<file path="config.mk">
export PLATFORM = sky130hd
export DESIGN_NAME = led_frame_ctrl
export DESIGN_NICKNAME = d
export VERILOG_FILES = /design/src/rtl/led_frame_ctrl.sv
export SDC_FILE = /design/constraint.sdc
export NUM_CORES = 1
export LEC_CHECK = 0
export BUFFER_PORTS_ARGS = -buffer_cell sky130_fd_sc_hd__buf_2
export CAP_MARGIN = 20
export CORE_AREA = 2 2 88 90
export CTS_CLUSTER_DIAMETER = 40
export DETAILED_ROUTE_END_ITERATION = 8
export DIE_AREA = 0 0 90 92
export HOLD_SLACK_MARGIN = 0.08
export PLACE_DENSITY = 0.85
export RECOVER_POWER = 50
export SYNTH_ARGS = -nofsm -noshare
export SYNTH_HDL_FRONTEND = slang
export SYNTH_SLANG_ARGS = --single-unit
</file>
<file path="constraint.sdc">
create_clock -name clk12MHz -period 4.4 [get_ports clk12MHz]
set_input_delay 0.44 -clock clk12MHz [delete_from_list [all_inputs] [get_ports clk12MHz]]
set_output_delay 0.44 -clock clk12MHz [all_outputs]
set_load 0.01 [all_outputs]
</file>
<file path="src/rtl/led_frame_ctrl.sv">
// Frame controller for the 4x8 LED matrix driver: double-buffered row store
// published on scan-frame boundaries, frame-paced brightness fade and blink.
module led_frame_ctrl #(
    parameter int         FRAME_CYCLES = 8192,
    parameter int         FADE_FRAMES  = 16,
    parameter int         BLINK_FRAMES = 64,
    parameter logic [2:0] PWM_RESET    = 3'd7
) (
    input  logic       clk12MHz,
    input  logic       rst_n,
    input  logic       wr_en,
    input  logic [1:0] wr_row,
    input  logic [7:0] wr_data,
    output logic       wr_ready,
    input  logic       commit_req,
    output logic       commit_ack,
    input  logic [2:0] pwm_target,
    input  logic       blink_en,
    output logic       frame_tick,
    output logic [7:0] leds1,
    output logic [7:0] leds2,
    output logic [7:0] leds3,
    output logic [7:0] leds4,
    output logic [2:0] leds_pwm
);

    localparam int CW = (FRAME_CYCLES > 1) ? $clog2(FRAME_CYCLES) : 1;
    localparam int FW = (FADE_FRAMES  > 1) ? $clog2(FADE_FRAMES)  : 1;
    localparam int BW = (BLINK_FRAMES > 1) ? $clog2(BLINK_FRAMES) : 1;
    localparam logic [CW-1:0] FRAME_LAST = CW'(FRAME_CYCLES - 1);
    localparam logic [FW-1:0] FADE_LAST  = FW'(FADE_FRAMES - 1);
    localparam logic [BW-1:0] BLINK_LAST = BW'(BLINK_FRAMES - 1);

    typedef enum logic [1:0] {
        ST_IDLE    = 2'd0,
        ST_PENDING = 2'd1,
        ST_ACK     = 2'd2
    } commit_state_t;

    commit_state_t  state, state_nxt;
    logic [CW-1:0]  frame_cnt, frame_cnt_nxt;
    logic [FW-1:0]  fade_cnt;
    logic [BW-1:0]  blink_cnt;
    logic           blink_on;
    logic           publish;
    logic           wr_accept;
    logic [7:0]     back_buf  [4];
    logic [7:0]     front_buf [4];

    // frame_tick is registered one cycle early so it is high while the count is last
    assign frame_cnt_nxt = (frame_cnt == FRAME_LAST) ? '0 : frame_cnt + CW'(1);

    always_ff @(posedge clk12MHz or negedge rst_n) begin
        if (!rst_n) begin
            frame_cnt  <= '0;
            frame_tick <= 1'b0;
        end else begin
            frame_cnt  <= frame_cnt_nxt;
            frame_tick <= (frame_cnt_nxt == FRAME_LAST);
        end
    end

    always_ff @(posedge clk12MHz or negedge rst_n) begin
        if (!rst_n) begin
            state <= ST_IDLE;
        end else begin
            state <= state_nxt;
        end
    end

    always_comb begin
        state_nxt = state;
        case (state)
            ST_IDLE:    if (commit_req) state_nxt = ST_PENDING;
            ST_PENDING: if (frame_tick) state_nxt = ST_ACK;
            ST_ACK:     state_nxt = ST_IDLE;
            default:    state_nxt = ST_IDLE;
        endcase
    end

    always_comb begin
        publish   = (state == ST_PENDING) && frame_tick;
        wr_accept = wr_en && wr_ready;
    end

    always_ff @(posedge clk12MHz or negedge rst_n) begin
        if (!rst_n) begin
            wr_ready   <= 1'b1;
            commit_ack <= 1'b0;
        end else begin
            wr_ready   <= (state_nxt == ST_IDLE);
            commit_ack <= publish;
        end
    end

    // back keeps its contents after a publish so the host can edit incrementally
    always_ff @(posedge clk12MHz or negedge rst_n) begin
        if (!rst_n) begin
            for (int i = 0; i < 4; i++) begin
                back_buf[i]  <= '0;
                front_buf[i] <= '0;
            end
        end else begin
            if (wr_accept) back_buf[wr_row] <= wr_data;
            if (publish) begin
                for (int i = 0; i < 4; i++) front_buf[i] <= back_buf[i];
            end
        end
    end

    always_ff @(posedge clk12MHz or negedge rst_n) begin
        if (!rst_n) begin
            fade_cnt <= '0;
            leds_pwm <= PWM_RESET;
        end else if (frame_tick) begin
            if (fade_cnt == FADE_LAST) begin
                fade_cnt <= '0;
                if (leds_pwm < pwm_target)      leds_pwm <= leds_pwm + 3'd1;
                else if (leds_pwm > pwm_target) leds_pwm <= leds_pwm - 3'd1;
            end else begin
                fade_cnt <= fade_cnt + FW'(1);
            end
        end
    end

    always_ff @(posedge clk12MHz or negedge rst_n) begin
        if (!rst_n) begin
            blink_cnt <= '0;
            blink_on  <= 1'b1;
        end else if (!blink_en) begin
            blink_cnt <= '0;
            blink_on  <= 1'b1;
        end else if (frame_tick) begin
            if (blink_cnt == BLINK_LAST) begin
                blink_cnt <= '0;
                blink_on  <= ~blink_on;
            end else begin
                blink_cnt <= blink_cnt + BW'(1);
            end
        end
    end

    assign leds1 = blink_on ? front_buf[0] : 8'h00;
    assign leds2 = blink_on ? front_buf[1] : 8'h00;
    assign leds3 = blink_on ? front_buf[2] : 8'h00;
    assign leds4 = blink_on ? front_buf[3] : 8'h00;

endmodule

</file>
Word level (Yosys, flattened, before mapping)
Cells that the tools add are included.

word-level totals
  logic and storage cells = 63
  input port bits = 18
  output and inout bits = 38
  bits in registers = 96

operators by class
  magnitude comparators = 4
  multiplexer cells = 20
  bitwise operators = 2
  add/subtract/negate cells = 5
  reduce and logical (&&, ||, !) cells = 8
  equal/unequal tests = 7

operators by type and width
  operator                                                              number
  8-bit 2-to-1 mux                                                      5
  32-bit bitwise mux                                                    1
  13-bit equality test, second input constant                           2
  6-bit 2-to-1 mux                                                      3
  8-bit demux with 2-bit select                                         1
  13-bit by 1-bit adder with 13-bit output, second input constant       1
  13-bit 2-to-1 mux                                                     1
  6-bit by 1-bit adder with 6-bit output, second input constant         1
  6-bit equality test, second input constant                            1
  3-bit 2-to-1 mux                                                      2
  4-bit by 1-bit adder with 4-bit output, second input constant         1
  4-bit equality test, second input constant                            1
  2-bit zero test                                                       2
  2-bit 2-to-1 mux                                                      2
  4-bit 2-to-1 mux                                                      1
  2-bit by 1-bit != test with 1-bit output, second input constant       2
  2-bit case mux with 2 select lines                                    1
  3-bit by 1-bit adder with 3-bit output, second input constant         1
  3-bit >= comparator, second input constant                            1
  3-bit > comparator                                                    1
  1-bit logical AND                                                     3
  3-bit by 1-bit < comparator with 1-bit output, second input constant  1
  3-bit < comparator                                                    1
  1-bit 2-to-1 mux                                                      3
  7 further kinds                                                       7

Depth between registers and ports, before layout
  depth after elaboration = 6
  depth in mapped cells = 9

Least setup slack after synthesis
OpenSTA, ideal clock, no wires.

  path kind = register to register
  from = register leds_pwm[1]
  to = register leds_pwm[2]
  period minus slack after synthesis = 2.210 ns
  setup time = 0.075 ns
  cell stages (with the launch flop) = 9
  data arrival time = 2.134 ns
  path buffers = 0
  slack = 2.190 ns
  data required time = 4.325 ns
  cells stage by stage = dfstp_2 > ha_1 > nor2b_1 > o21a_1 > or2_2 > fa_1 > nor3_1 > nand3b_1 > xnor2_1

on the way
  word-level cells in the longest chain between the ends = 3

RTL lines
  item                                                                       RTL line  source
  from (decl)                                                                24        output logic [2:0] leds_pwm
  from (signal assigned)                                                     118       if (leds_pwm < pwm_target) leds_pwm <= leds_pwm + 3'd1;
  from (signal assigned)                                                     119       else if (leds_pwm > pwm_target) leds_pwm <= leds_pwm - 3'd1;
  3-bit by 1-bit subtractor with 3-bit output, or another cell as far along  119
  3-bit 2-to-1 mux / 2-bit nonzero test (equally long branches)              -
  3-bit 2-to-1 mux / 3-bit AND reduction (equally long branches)             -

Several ways; a longest one is shown, not always the timed one. The select of a mux whose other input is x is not followed.
A chain may end at the register's enable or synchronous reset.

==> results.yml <==
run_status:
  outcome: "finished, violations left"
  violations: "capacitance limit, slew limit"
global_routing:
  antenna_found_initial: 0
  grt_pass1_vias: 2946
  grt_max_degree: 50
  grt_usage: 0.212
  grt_overflow: 0
  grt_pass1_wl_um: 13800
floorplanning:
  initial_core_util: 0.571
  die_w_um: 90
  std_cell_rows: 32
  die_h_um: 92
  io_pins: 56
  coreArea_sq_um: 7450
  dieArea_sq_um: 8280
logic_synthesis:
  avgSynthCellArea_sq_um: 10.7
  synthCells: 399
  synthTopCellsByArea: "dfrtp_1 54%, nand2_1 9.9%, mux2_2 9.0%, and2_1 5.3%, dfstp_2 3.1%"
  ys_warn_count: 0
  ys_top_cells_by_count: "112 x nand2_1, 91 x dfrtp_1, 36 x and2_1"
  synth_seq_cells: 96
  seq_area_frac_synth: 0.567
  yosysMostFrequentCell: "nand2_1"
  netlist_area_sq_um: 4250
  synth-edff-count: 0
  yosysTopAreaCell: "dfrtp_1"
  yosys_most_used_dff: "dfrtp_1"
  yosysUniqueCellTypes: 42
  synth_top_area_frac: 0.536
  synth_nets: 425
  async_reset_ff_frac: 1.00
timing:
  relSlewSlack: -0.640
  finalSetupViolations: 0
  layout_setup_ws_ns: 1.92
  tightest_slew_ns: 2.46
  finClkSkew_ns: 0.00920
  slew_viol_final: 50
  grt_setup_unrepaired: "false"
  finalHoldViolCount: 0
  fmax_mhz: 404
  period_share: 0.563
  finalSetupTns_ns: 0
  finalCriticalPeriod_ns: 2.48
critical_path:
  crit_type: "primary input to async pin"
  reg2reg_to: "front_buf[0]"
  crit_slowest_cell: "clkbuf_1"
  reg2reg_from: "frame_tick"
  cp-start-kind: "primary input"
  worst-r2r-cell-count: 5
  worst_ep_arrival_time_ns: 2.94
  reg2reg_setup_slack_ns: 2.05
  path_delay_family: "buffers and inverters"
  cp.required_ns: 4.86
  cp_num_buf_inv: 2
  path_max_fanout: 49
  endpoint_kind: "async pin"
  critPathMaxStageDelay_ns: 1.72
  crit_path_cell_trace: "clkbuf_1 > buf_4"
route:
  finalWirelength_um: 8150
  top_layer_used: "met4"
  vias_per_cell: 5.32
  route.met3.wl_um: 344
  met1_length_um: 3590
  wl_per_cell_um: 14.5
  via_count: 2983
  detail-route-antenna-nets: 0
  dr.first_iter.drc_count: 121
  drc_errors: 0
  dr_wl_met2_um: 3990
  first_pass_iters: 4
clock_network:
  cts_tree: "yes"
  htree_levels: 3
  cts.sinks: 96
  root_buffer: "clkbuf_8"
  cts.reportedPaths.clkPinSlew_ns: 0.09
  cts_resized: 0
  clock_latency_ns: 0.37
  clock_path_buffers: 2
  numCtsBuffers: 9
  postCtsSetupBuffers: 0
  ctsHoldBuffers: 0
cells_and_area:
  fin_area_sq_um: 4820
  diodes: 0
  drive_above_1_share: 0.253
  nNetsFinal: 480
  synthToLayoutAreaGrowth_pct: 13.4
hold_path:
  min_from: "commit_req"
  worstHoldPathCells: 2
  hp-class: "primary input to flip-flop"
  holdPathEnd: "wr_ready"
placement:
  dpl-instance-area_sq_um: 4610
  place_ws_ns: 2.02
  gp_congestion: 0.849
  port_buffers: 55
  dpl.hpwl_um: 5540
pwr:
  vdd_drop_max_mv: 0.200
  cellLeakagePower_nw: 2.57
  power_density_nw_per_um2: 325
run:
  max_cap_violations: 1
## sequential cells by signal, summed over array words and instances, names as in the netlist
signal / count
leds_pwm: 3
frame_cnt: 13
blink_cnt: 6
frame_tick: 1
back_buf: 32
wr_ready: 1
state: 2
front_buf: 32
commit_ack: 1
fade_cnt: 4
blink_on: 1
## worst max-delay path by stage
| stage | start | end | slack [ns] | cells after the start |
|---|---|---|---|---|
| 6_report | rst_n | back_buf[2] | 1.92 | 2 |
| 3_3_place_gp | pwm_target[1] | leds_pwm[2] | 2.12 | 10 |
| 3_5_place_dp | pwm_target[1] | leds_pwm[2] | 2.02 | 10 |
| 2_1_floorplan | leds_pwm[1] | leds_pwm[2] | 2.19 | 8 |
| 4_1_cts | frame_tick | front_buf[0] | 2.03 | 5 |
| 5_1_grt | rst_n | back_buf[16] | 1.35 | 2 |
## per-layer routing
metal  up-vias  track usage
met4         0        0.121
li1       1426            -
met2        61        0.352
met3        21       0.0320
met1      1475        0.269
met5         -            0
## power by group
part | switching (mW) | total (mW) | internal, mW
clock | 0.302 | 0.611 | 0.309
sequential | 0.0134 | 0.908 | 0.894
combinational | 0.0314 | 0.0497 | 0.0184
total | 0.347 | 1.57 | 1.22
## cells by family (layout without fill, tap and decap cells)
group / after synthesis / in the layout / share of synthesized area
and+or+nand+nor: 198 / 198 / 0.222
muxes: 35 / 35 / 0.0924
xor gates and xnor gates: 17 / 17 / 0.0350
adders and majority gates: 8 / 8 / 0.0253
DFF: 96 / 96 / 0.567
buffers and inverters: 22 / 82 / 0.0215
AOI/OAI and AO/OA: 23 / 23 / 0.0374
## cell usage in the layout (no fill, tap or decap), drive strengths merged, types with 2 or more instances in the layout
cell type    n
nand3b       3
mux2        34
xnor2       10
and3b        2
buf         54
o21ai        8
xor2         7
nor3         3
inv         10
ha           7
nand3        9
a21oi        3
o31ai        2
nand4        6
o21a         2
nand2      112
dfrtp       91
clkbuf      14
dfstp        5
and2        36
or2          3
nor2        16
clkinv       2
nor4         2
nor2b        3
## metrics by stage
| stage | util | hold slack (ns) | instances | total power [mW] |
|---|---|---|---|---|
| after floorplan | - | 0.144 | 399 | 0.938 |
| after global placement | 0.619 | 0.438 | 545 | 0.973 |
| after detailed placement | 0.619 | 0.450 | 545 | 0.977 |
| after CTS | 0.648 | 0.0872 | 561 | 1.58 |
| after global routing | 0.648 | 0.254 | 561 | 1.61 |
| final | 0.648 | 0.254 | 561 | 1.57 |
## area by class of cell
type,count,area [sq um]
clock buffers,12,165
clock inverters,4,51.3
fillers,603,2630
inverters,10,37.5
multi-input cells,281,1750
flip-flops and latches,96,2410
well taps,102,128
repair buffers,56,280
Note: power is estimated with default switching activity, not from simulation.
